[src/rtl/core_mem_bridge.sv]
// rtl/core_mem_bridge.sv - memory-stage to valid/ready data bus bridge with lane formatting and timeout
module core_mem_bridge #(
    parameter int DATA_WIDTH     = 32,
    parameter int ADDR_WIDTH     = 32,
    parameter int TIMEOUT_CYCLES = 255
) (
    input  logic                    clk,
    input  logic                    rst,
    input  logic                    i_mem_read_M,
    input  logic                    i_mem_write_M,
    input  logic [2:0]              i_funct3_MEM,
    input  logic [ADDR_WIDTH-1:0]   i_data_addr_M,
    input  logic [DATA_WIDTH-1:0]   i_write_data_M,
    output logic [DATA_WIDTH-1:0]   o_read_data_M,
    output logic                    o_stall,
    output logic                    o_done,
    output logic                    o_misaligned,
    output logic                    o_bus_err,
    output logic                    o_req_valid,
    input  logic                    i_req_ready,
    output logic                    o_req_we,
    output logic [ADDR_WIDTH-1:0]   o_req_addr,
    output logic [DATA_WIDTH-1:0]   o_req_wdata,
    output logic [DATA_WIDTH/8-1:0] o_req_be,
    input  logic                    i_rsp_valid,
    input  logic [DATA_WIDTH-1:0]   i_rsp_rdata,
    input  logic                    i_rsp_err
);
    localparam int BE_W = DATA_WIDTH / 8;
    localparam logic [15:0] TO_LAST = 16'(TIMEOUT_CYCLES - 1);

    typedef enum logic [1:0] {S_IDLE, S_REQ, S_RSP, S_DONE} state_t;

    state_t                  state_q;
    logic [15:0]             cnt_q;
    logic                    we_q;
    logic                    err_q;
    logic [ADDR_WIDTH-1:0]   addr_q;
    logic [2:0]              funct3_q;
    logic [1:0]              off_q;
    logic [DATA_WIDTH-1:0]   wdata_q;
    logic [BE_W-1:0]         be_q;
    logic [DATA_WIDTH-1:0]   rdata_q;

    logic                    access;
    logic                    misal;
    logic [DATA_WIDTH-1:0]   wdata_d;
    logic [BE_W-1:0]         be_d;
    logic [DATA_WIDTH-1:0]   lane_word;
    logic [DATA_WIDTH-1:0]   load_fmt;
    logic                    idle_fire;

    assign access = i_mem_read_M | i_mem_write_M;

    // Size comes from funct3[1:0]; the reserved encoding 11 behaves as a word.
    always_comb begin
        misal   = 1'b0;
        wdata_d = i_write_data_M;
        be_d    = '1;
        case (i_funct3_MEM[1:0])
            2'b00: begin
                wdata_d = {(DATA_WIDTH/8){i_write_data_M[7:0]}};
                be_d    = {{(BE_W-1){1'b0}}, 1'b1} << i_data_addr_M[1:0];
            end
            2'b01: begin
                misal   = i_data_addr_M[0];
                wdata_d = {(DATA_WIDTH/16){i_write_data_M[15:0]}};
                be_d    = {{(BE_W-2){1'b0}}, 2'b11} << {i_data_addr_M[1], 1'b0};
            end
            default: misal = (i_data_addr_M[1:0] != 2'b00);
        endcase
    end

    always_comb begin
        lane_word = i_rsp_rdata >> {off_q, 3'b000};
        case (funct3_q)
            3'b000:  load_fmt = {{(DATA_WIDTH-8){lane_word[7]}}, lane_word[7:0]};
            3'b001:  load_fmt = {{(DATA_WIDTH-16){lane_word[15]}}, lane_word[15:0]};
            3'b100:  load_fmt = {{(DATA_WIDTH-8){1'b0}}, lane_word[7:0]};
            3'b101:  load_fmt = {{(DATA_WIDTH-16){1'b0}}, lane_word[15:0]};
            default: load_fmt = i_rsp_rdata;
        endcase
    end

    always_ff @(posedge clk) begin
        if (rst) begin
            state_q  <= S_IDLE;
            cnt_q    <= '0;
            we_q     <= 1'b0;
            err_q    <= 1'b0;
            addr_q   <= '0;
            funct3_q <= '0;
            off_q    <= '0;
            wdata_q  <= '0;
            be_q     <= '0;
            rdata_q  <= '0;
        end else begin
            case (state_q)
                S_IDLE: begin
                    if (access && !misal) begin
                        state_q  <= S_REQ;
                        cnt_q    <= '0;
                        we_q     <= i_mem_write_M;
                        addr_q   <= {i_data_addr_M[ADDR_WIDTH-1:2], 2'b00};
                        funct3_q <= i_funct3_MEM;
                        off_q    <= i_data_addr_M[1:0];
                        wdata_q  <= wdata_d;
                        be_q     <= be_d;
                        err_q    <= 1'b0;
                        rdata_q  <= '0;
                    end
                end
                S_REQ: begin
                    cnt_q <= cnt_q + 16'd1;
                    if (i_req_ready) begin
                        state_q <= S_RSP;
                    end else if (cnt_q >= TO_LAST) begin
                        state_q <= S_DONE;
                        err_q   <= 1'b1;
                        rdata_q <= '0;
                    end
                end
                S_RSP: begin
                    cnt_q <= cnt_q + 16'd1;
                    // A response arriving on the final allowed cycle still wins over the timeout.
                    if (i_rsp_valid) begin
                        state_q <= S_DONE;
                        err_q   <= i_rsp_err;
                        rdata_q <= we_q ? '0 : load_fmt;
                    end else if (cnt_q >= TO_LAST) begin
                        state_q <= S_DONE;
                        err_q   <= 1'b1;
                        rdata_q <= '0;
                    end
                end
                default: state_q <= S_IDLE;
            endcase
        end
    end

    assign idle_fire     = !rst && (state_q == S_IDLE) && access;
    assign o_misaligned  = idle_fire && misal;
    assign o_stall       = (idle_fire && !misal)
                         || (!rst && (state_q == S_REQ || state_q == S_RSP));
    assign o_done        = o_misaligned || (!rst && state_q == S_DONE);
    assign o_bus_err     = !rst && (state_q == S_DONE) && err_q;
    assign o_read_data_M = (!rst && state_q == S_DONE) ? rdata_q : '0;
    assign o_req_valid   = !rst && (state_q == S_REQ);
    assign o_req_we      = o_req_valid && we_q;
    assign o_req_addr    = o_req_valid ? addr_q : '0;
    assign o_req_wdata   = o_req_valid ? wdata_q : '0;
    assign o_req_be      = o_req_valid ? be_q : '0;
endmodule

[config.mk]
export PLATFORM = sky130hd
export DESIGN_NAME = core_mem_bridge
export DESIGN_NICKNAME = d
export VERILOG_FILES = /design/src/rtl/core_mem_bridge.sv
export SDC_FILE = /design/constraint.sdc
export NUM_CORES = 1
export LEC_CHECK = 0
export ABC_AREA = 1
export BUFFER_PORTS_ARGS = -buffer_cell sky130_fd_sc_hd__buf_2
export CORE_ASPECT_RATIO = 0.9
export CORE_UTILIZATION = 45
export CTS_BUF_LIST = sky130_fd_sc_hd__clkbuf_2 sky130_fd_sc_hd__clkbuf_4 sky130_fd_sc_hd__clkbuf_8
export DETAILED_ROUTE_END_ITERATION = 6
export GPL_TIMING_DRIVEN = 0
export HOLD_SLACK_MARGIN = 0.1
export PLACE_DENSITY_LB_ADDON = 0.3
export SYNTH_ARGS = -nofsm -noshare
export SYNTH_HDL_FRONTEND = slang
export SYNTH_SLANG_ARGS = --single-unit
[constraint.sdc]
create_clock -name clk -period 5.91 [get_ports clk]
set_clock_uncertainty 0.15 [all_clocks]
set_input_delay 0.591 -clock clk [delete_from_list [all_inputs] [get_ports clk]]
set_output_delay 0.591 -clock clk [all_outputs]
set_load 0.05 [all_outputs]
==> metrics, run 1 <==
setup total negative slack 0 ns; Clock Tree Root clkbuf_8; layout cells sized above 1 between 20% and 30%; Clock Pin Slew Worst Setup and Hold Paths 0.08 ns; ant diodes 0; H-tree levels 4; Max stage delay on crit path between 0.4 and 0.5 ns; Cells after DPL ~1500; dominant synthesized flop cell dfxtp_1; slowest CP cell dfxtp_1; Sinks on Clock Net 123; Die H 119.6 um; endpoints failing setup 0; fin nets 1432; port bufs roughly 210; Post-synth EDFFs 0; largest net degree at the start of global routing 17; area taken by multi-input logic gates ~0.0035 mm^2; Starting Density roughly 47%; Pins Over Slew Limit 0; endpoints failing hold 0; smallest hold slack ~0.23 ns; Max Clk Rate between 0.2 and 0.3 GHz; CTS Hold Buffers Added 0; synth warn 0; first-pass GRT wire length ~34000 um; TritonCTS clock tree done; Synth top area share roughly 36%; Crit path arrival time slightly below 3 ns; WL/cell around 14 um; Die Width 132.7 um; Initial DRC Count about 580; setup repair after global routing missed its margin false; Final Wtd Congestion between 0.9 and 1; via count ~7700; finished layout cell area 0.008616 mm^2; critical path type reg -> out; DRT Pass-1 Iters 5; initial antenna violation count 0; worst vdd ir about 300 uV; synth unique cells 38; # resized after CTS 0; CTS buffer count 17; Required @ worst endpoint between 5 and 6 ns; Area Growth Syn to Fin 24.50%; total track usage between 20% and 30%; FF/Latch Area 0.002462 mm^2; most common cell in the netlist nand2_1; FP Rows between 40 and 50; CP dominant cell by count inv_1; post-synthesis sequential area ratio 35.58%; total chip power ~2.8 mW; non-filler cells, final approximately 1500; power per cell area around 330 mW/mm^2; DP HPWL between 15000 and 20000 um; clock buffer depth 2; Die ar. 0.01588 mm^2; number of global-route vias before repair slightly below 7000; count of mapped cells out of synthesis ~1100; synthesized area per cell around 6.4 um^2; Slew @ Worst Pin between 0.6 and 0.7 ns; total placed instance area 0.008218 mm^2; postcts setup bufs 0; minimum clock period between 3 and 4 ns; DRT Wirelength ~22000 um; CORE AREA 0.01487 mm^2; # IOs 212; CP Max Fanout 10; synth cell count leaders nand2_1 (192), nor2_1 (188), inv_1 (157); Crit. End Element output port; Leak Pwr between 3 and 4 nW; startpoint types flip-flop; outcome finished clean; worst-path cell chain inv_1 > ha_1 > inv_1 > nor2_1 > inv_1 > clkbuf_1 > clkbuf_1 > nor2_1 > buf_2; period utilization between 60 and 70%; DRT antenna net count 0; Seq cells post-synth around 120; FILL cells 1483; ys async rst share 0%; top cells by area, synth dfxtp_1 (36%), nand2_1 (10%), nor2_1 (10%); most area-hungry cell type in the Yosys netlist dfxtp_1; Worst slew margin approximately 56%; max cap viols 0; clock latency on the worst-skew pair 0.46 ns; Post-Syn Area about 0.0069 mm^2; gr ovfl total 0; vias per cell 5.044; DRC Markers 0; Hold Crit Class in -> reg
## layer usage
layer / up-vias / wire length [um] / global-route usage (%)
met1: 3446 / 9836 / 37.96
met3: 31 / 1746 / 7.140
met4: 0 / 390 / 8.693
li1: 3909 / - / -
met2: 326 / 9622 / 42.99
met5: - / 0 / 0
## final timing paths
| path | start | to | cells after the start | slack [ns] |
|---|---|---|---|---|
| max | state_q[1] | o_req_wdata[21] | 9 | 2.20 |
| min | i_funct3_MEM[2] | funct3_q[2] | 3 | 0.23 |
| max reg2reg | state_q[1] | cnt_q[10] | 7 | 3.61 |
| min reg2reg | addr_q[8] | addr_q[8] | 2 | 0.31 |
## report_power, final
part / switching [mW] / internal, mW
Sequential: 0.0513 / 0.945
Clock: 0.385 / 0.382
Combinational: 0.757 / 0.306
## state kept, by name, summed over array words and instances (netlist names)
signal    cells
addr_q       30
rdata_q      32
err_q         1
off_q         2
cnt_q        16
funct3_q      3
wdata_q      32
state_q       2
be_q          4
we_q          1
## area by class of cell
class / instances / area share [%]
timing repair buffer: 209 / 12.14
clock inverter: 15 / 1.902
sequential: 123 / 28.58
tap: 198 / 2.875
inverter: 164 / 7.174
buffer: 62 / 3.587
clock buffer: 17 / 2.716
multi-input combinational: 741 / 41.03
## per-stage QoR
| step | worst slack (ns) | util, % |
|---|---|---|
| 2_1_floorplan | 2.494 | - |
| 3_3_place_gp | 2.746 | 55.26 |
| 3_5_place_dp | 2.721 | 55.26 |
| 4_1_cts | 2.191 | 57.93 |
| 5_1_grt | 1.965 | 57.93 |
| 6_report | 2.204 | 57.93 |
## logic make-up after synthesis
| kind of cell | Yosys count | synth area share, % |
|---|---|---|
| and+or+nand+nor | 495 | 30.66 |
| DFF | 123 | 35.58 |
| other | 1 | 0.05419 |
| buffers and inverters | 226 | 13.40 |
| adders and majority gates | 8 | 1.446 |
| AOI/OAI and AO/OA | 236 | 18.86 |
## layout by cell type, fill, tap and decap left out, types with 3 or more instances in the layout
cell,n
inv_6,6
a31oi_1,11
nor2_1,188
nand2_4,3
clkbuf_8,17
clkinv_4,3
buf_6,3
nor3_1,10
a21oi_1,111
o21a_1,9
inv_1,157
nor2_4,3
nand2_2,14
or2_2,7
buf_2,228
o22ai_1,10
buf_4,5
dfxtp_1,123
ha_1,8
o211ai_1,3
nand4_1,16
nand2_1,192
a21oi_2,10
o21ai_0,75
clkbuf_1,33
nand3_1,56
inv_2,6
## critical path: cells and delay by family (launching register included)
family | cells | cell delay, ns
buffers and inverters | 6 | 1.56
flip-flops | 1 | 0.46
adder cells (fa/ha/maj) | 1 | 0.25
AND/OR/NAND/NOR | 2 | 0.23
Note: power is estimated with default switching activity, not from simulation.
==> run 2: changes to the inputs <==
--- a/config.mk
+++ b/config.mk
@@ -5,7 +5,7 @@
 export SDC_FILE = /design/constraint.sdc
 export NUM_CORES = 1
 export LEC_CHECK = 0
-export ABC_AREA = 1
+export ABC_AREA = 0
 export BUFFER_PORTS_ARGS = -buffer_cell sky130_fd_sc_hd__buf_2
 export CORE_ASPECT_RATIO = 0.9
 export CORE_UTILIZATION = 45
==> constraint.sdc (replaced) <==
create_clock -name clk -period 3.85 [get_ports clk]
set_clock_uncertainty 0.15 [all_clocks]
set_input_delay 0.385 -clock clk [delete_from_list [all_inputs] [get_ports clk]]
set_output_delay 0.385 -clock clk [all_outputs]
set_load 0.05 [all_outputs]
==> metrics, run 2 <==
outcome finished clean; Final WS setup roughly 0.67 ns; Post-Syn Area roughly 0.0064 mm^2; port bufs about 210; number of global-route vias before repair ~6500; vias per cell roughly 5.4; Die H roughly 120 um; FP Rows 40; Sinks on Clock Net 123; Max Clk Rate 0.3145 GHz; Initial DRC Count 657; Top Layer Used met5; Final Wtd Congestion between 0.8 and 0.9; commonest cells after routing, fill and taps aside buf_2 (226), nand2_1 (134), dfxtp_1 (123), dlygate4sd3_1 (81), and3_1 (72); Post-synth EDFFs 0; Clock Tree Root clkbuf_8; Max stage delay on crit path between 0.6 and 0.7 ns; ant diodes 0; Hold Path Origin i_write_data_M[18]; CTS buffer count 17; power per cell area about 370 mW/mm^2; Die Width about 130 um; Starting Density between 40 and 50%; most area-hungry cell type in the Yosys netlist dfxtp_1; fin nets about 1200; minimum clock period 3.179 ns; DP HPWL roughly 14000 um; synth cell count leaders nand2_1 (134), dfxtp_1 (123), and3_1 (72); count of mapped cells out of synthesis between 700 and 800; layout cells sized above 1 25.96%; Pins Over Slew Limit 0; CP startpoint state_q[0]; Leak Pwr 4.208 nW; Required @ worst endpoint between 3 and 4 ns; synth unique cells approximately 70; Hold Crit Class in -> reg; Area Growth Syn to Fin 39.33%; M1 wire length roughly 9100 um; setup total negative slack 0 ns; endpoints failing hold 0; Crit path arrival time 2.64 ns; largest net degree at the start of global routing 17; DRT antenna net count 0; TritonCTS clock tree done; DRT Pass-1 Iters 6; synthesized area per cell slightly above 8 um^2; total track usage between 20% and 30%; Crit. End Element output port; Post-Place Setup Slack approximately 0.9 ns; Seq cells post-synth between 100 and 150; synth warn 0; initial antenna violation count 1; DR WL met2 ~9300 um; H-tree levels 4; WL/cell 15.87 um; CP Max Fanout 10; top cells by area, synth dfxtp_1 (39%), nand2_1 (7.9%), and3_1 (7.1%); setup repair after global routing missed its margin false; max cap viols 0; Clock Pin Slew Worst Setup and Hold Paths roughly 0.080 ns; ys async rst share 0%; slowest CP cell nor2b_1; metal3 WL roughly 1700 um; CORE AREA ~0.014 mm^2; WP buf/inv 2; DRC Markers 0; post-synthesis sequential area ratio just under 40%; Top delay family on crit path simple AND/OR/NAND/NOR gates; worst vdd ir approximately 340 uV; first-pass GRT wire length around 33000 um; clock buffer depth 2; Slew @ Worst Pin around 0.86 ns; gr ovfl total 0; endpoints failing setup 0; # IOs ~210; startpoint types flip-flop; period utilization approximately 83%; Worst slew margin ~42%; Die ar. roughly 0.015 mm^2; Synth top area share 38.54%; clock latency on the worst-skew pair approximately 0.47 ns; via count 7068; commonest non-fill, non-tap cell in the layout buf_2; Crit Reg-Reg Startpoint state_q[1]; worst-path cell chain ha_1 > nor2b_1 > clkbuf_1 > and2_1 > buf_2; biggest regs rdata_q x32, wdata_q x32, addr_q x30; critical path type reg -> out; DRT Wirelength 20730 um; most common cell in the netlist nand2_1; dominant synthesized flop cell dfxtp_1
run 2: cell count changes in the layout (fill, tap and decap cells not counted), sizes merged, moves of 10 or more:
cell and delta:
and2 +35, nand2 -73, a21oi -53, dlygate4sd3 +81, inv -145, nand4 -12, and3 +71, o21ai -49
nor2 -140, nand3 -50, a221o +16, mux2i +26, xnor2 +10
run 2: cell type report:
class | instances | area, um^2
Inverter | 26 | 97.59
Buffer | 68 | 329.1
Tap cell | 189 | 236.5
Clock inverter | 12 | 146.4
Fill cell | 1181 | 4712
Multi-Input combinational cell | 578 | 3503
Sequential cell | 123 | 2462
Clock buffer | 20 | 269.0
Timing Repair Buffer | 290 | 1857
run 2: kinds of logic after synthesis:
family          count (synthesis)  share of synthesized area [%]
flops                         123                          38.54
simple gates                  341                          26.81
fa+ha+maj                       8                          1.567
mux                            28                          4.602
other cells                     1                        0.05870
xor+xnor                       14                          1.919
compound gates                185                          19.82
buf+inv                        94                          6.678
run 2: worst min-delay path: cells and delay by family:
family                 cells  cell delay [ns]
muxes                      1             0.12
buffers and inverters      1             0.10
AOI/OAI and AO/OA          1             0.08
run 2: report_power, final:
part           internal (mW)  leakage, nW  switching [mW]  total (mW)
logic                  0.271         3.00           0.447       0.718
clock network          0.675        0.208           0.546        1.22
registers               1.34         1.00          0.0390        1.38
total                   2.29         4.21            1.03        3.32
run 2: metrics by stage:
stage	instances	instance area [um^2]	hold WS, ns	total power, mW	utilization [%]
floorplan	795	6392	0.2742	1.833	-
global placement	1193	7675	0.2874	2.037	56.38
detailed placement	1193	7675	0.2923	2.045	56.38
CTS	1306	8901	0.1022	3.314	65.39
global route	1306	8901	0.1029	3.460	65.39
finish	1306	8901	0.1147	3.323	65.39
run 2: timing repair:
| action | in CTS | in global routing |
|---|---|---|
| endpoints found under the hold margin | 78 | 0 |
| hold buffers | 81 | 0 |
| buffers inserted | 0 | 0 |
| gates resized for setup | 0 | 0 |
run 2: final timing paths:
| check | endpoint | slack (ns) | depth (start not counted) |
|---|---|---|---|
| worst max-delay path | o_read_data_M[14] | 0.67 | 5 |
| worst min-delay path | wdata_q[18] | 0.11 | 3 |
| worst max register to register | wdata_q[8] | 1.15 | 9 |
| worst min register to register | addr_q[24] | 0.30 | 2 |
run 2: metal layers:
layer  GRT usage [%]  vias up
li1                -     3404
met1           36.31     3244
met2           45.94      360
met3           8.376       58
met4           11.29        2
met5               0        -
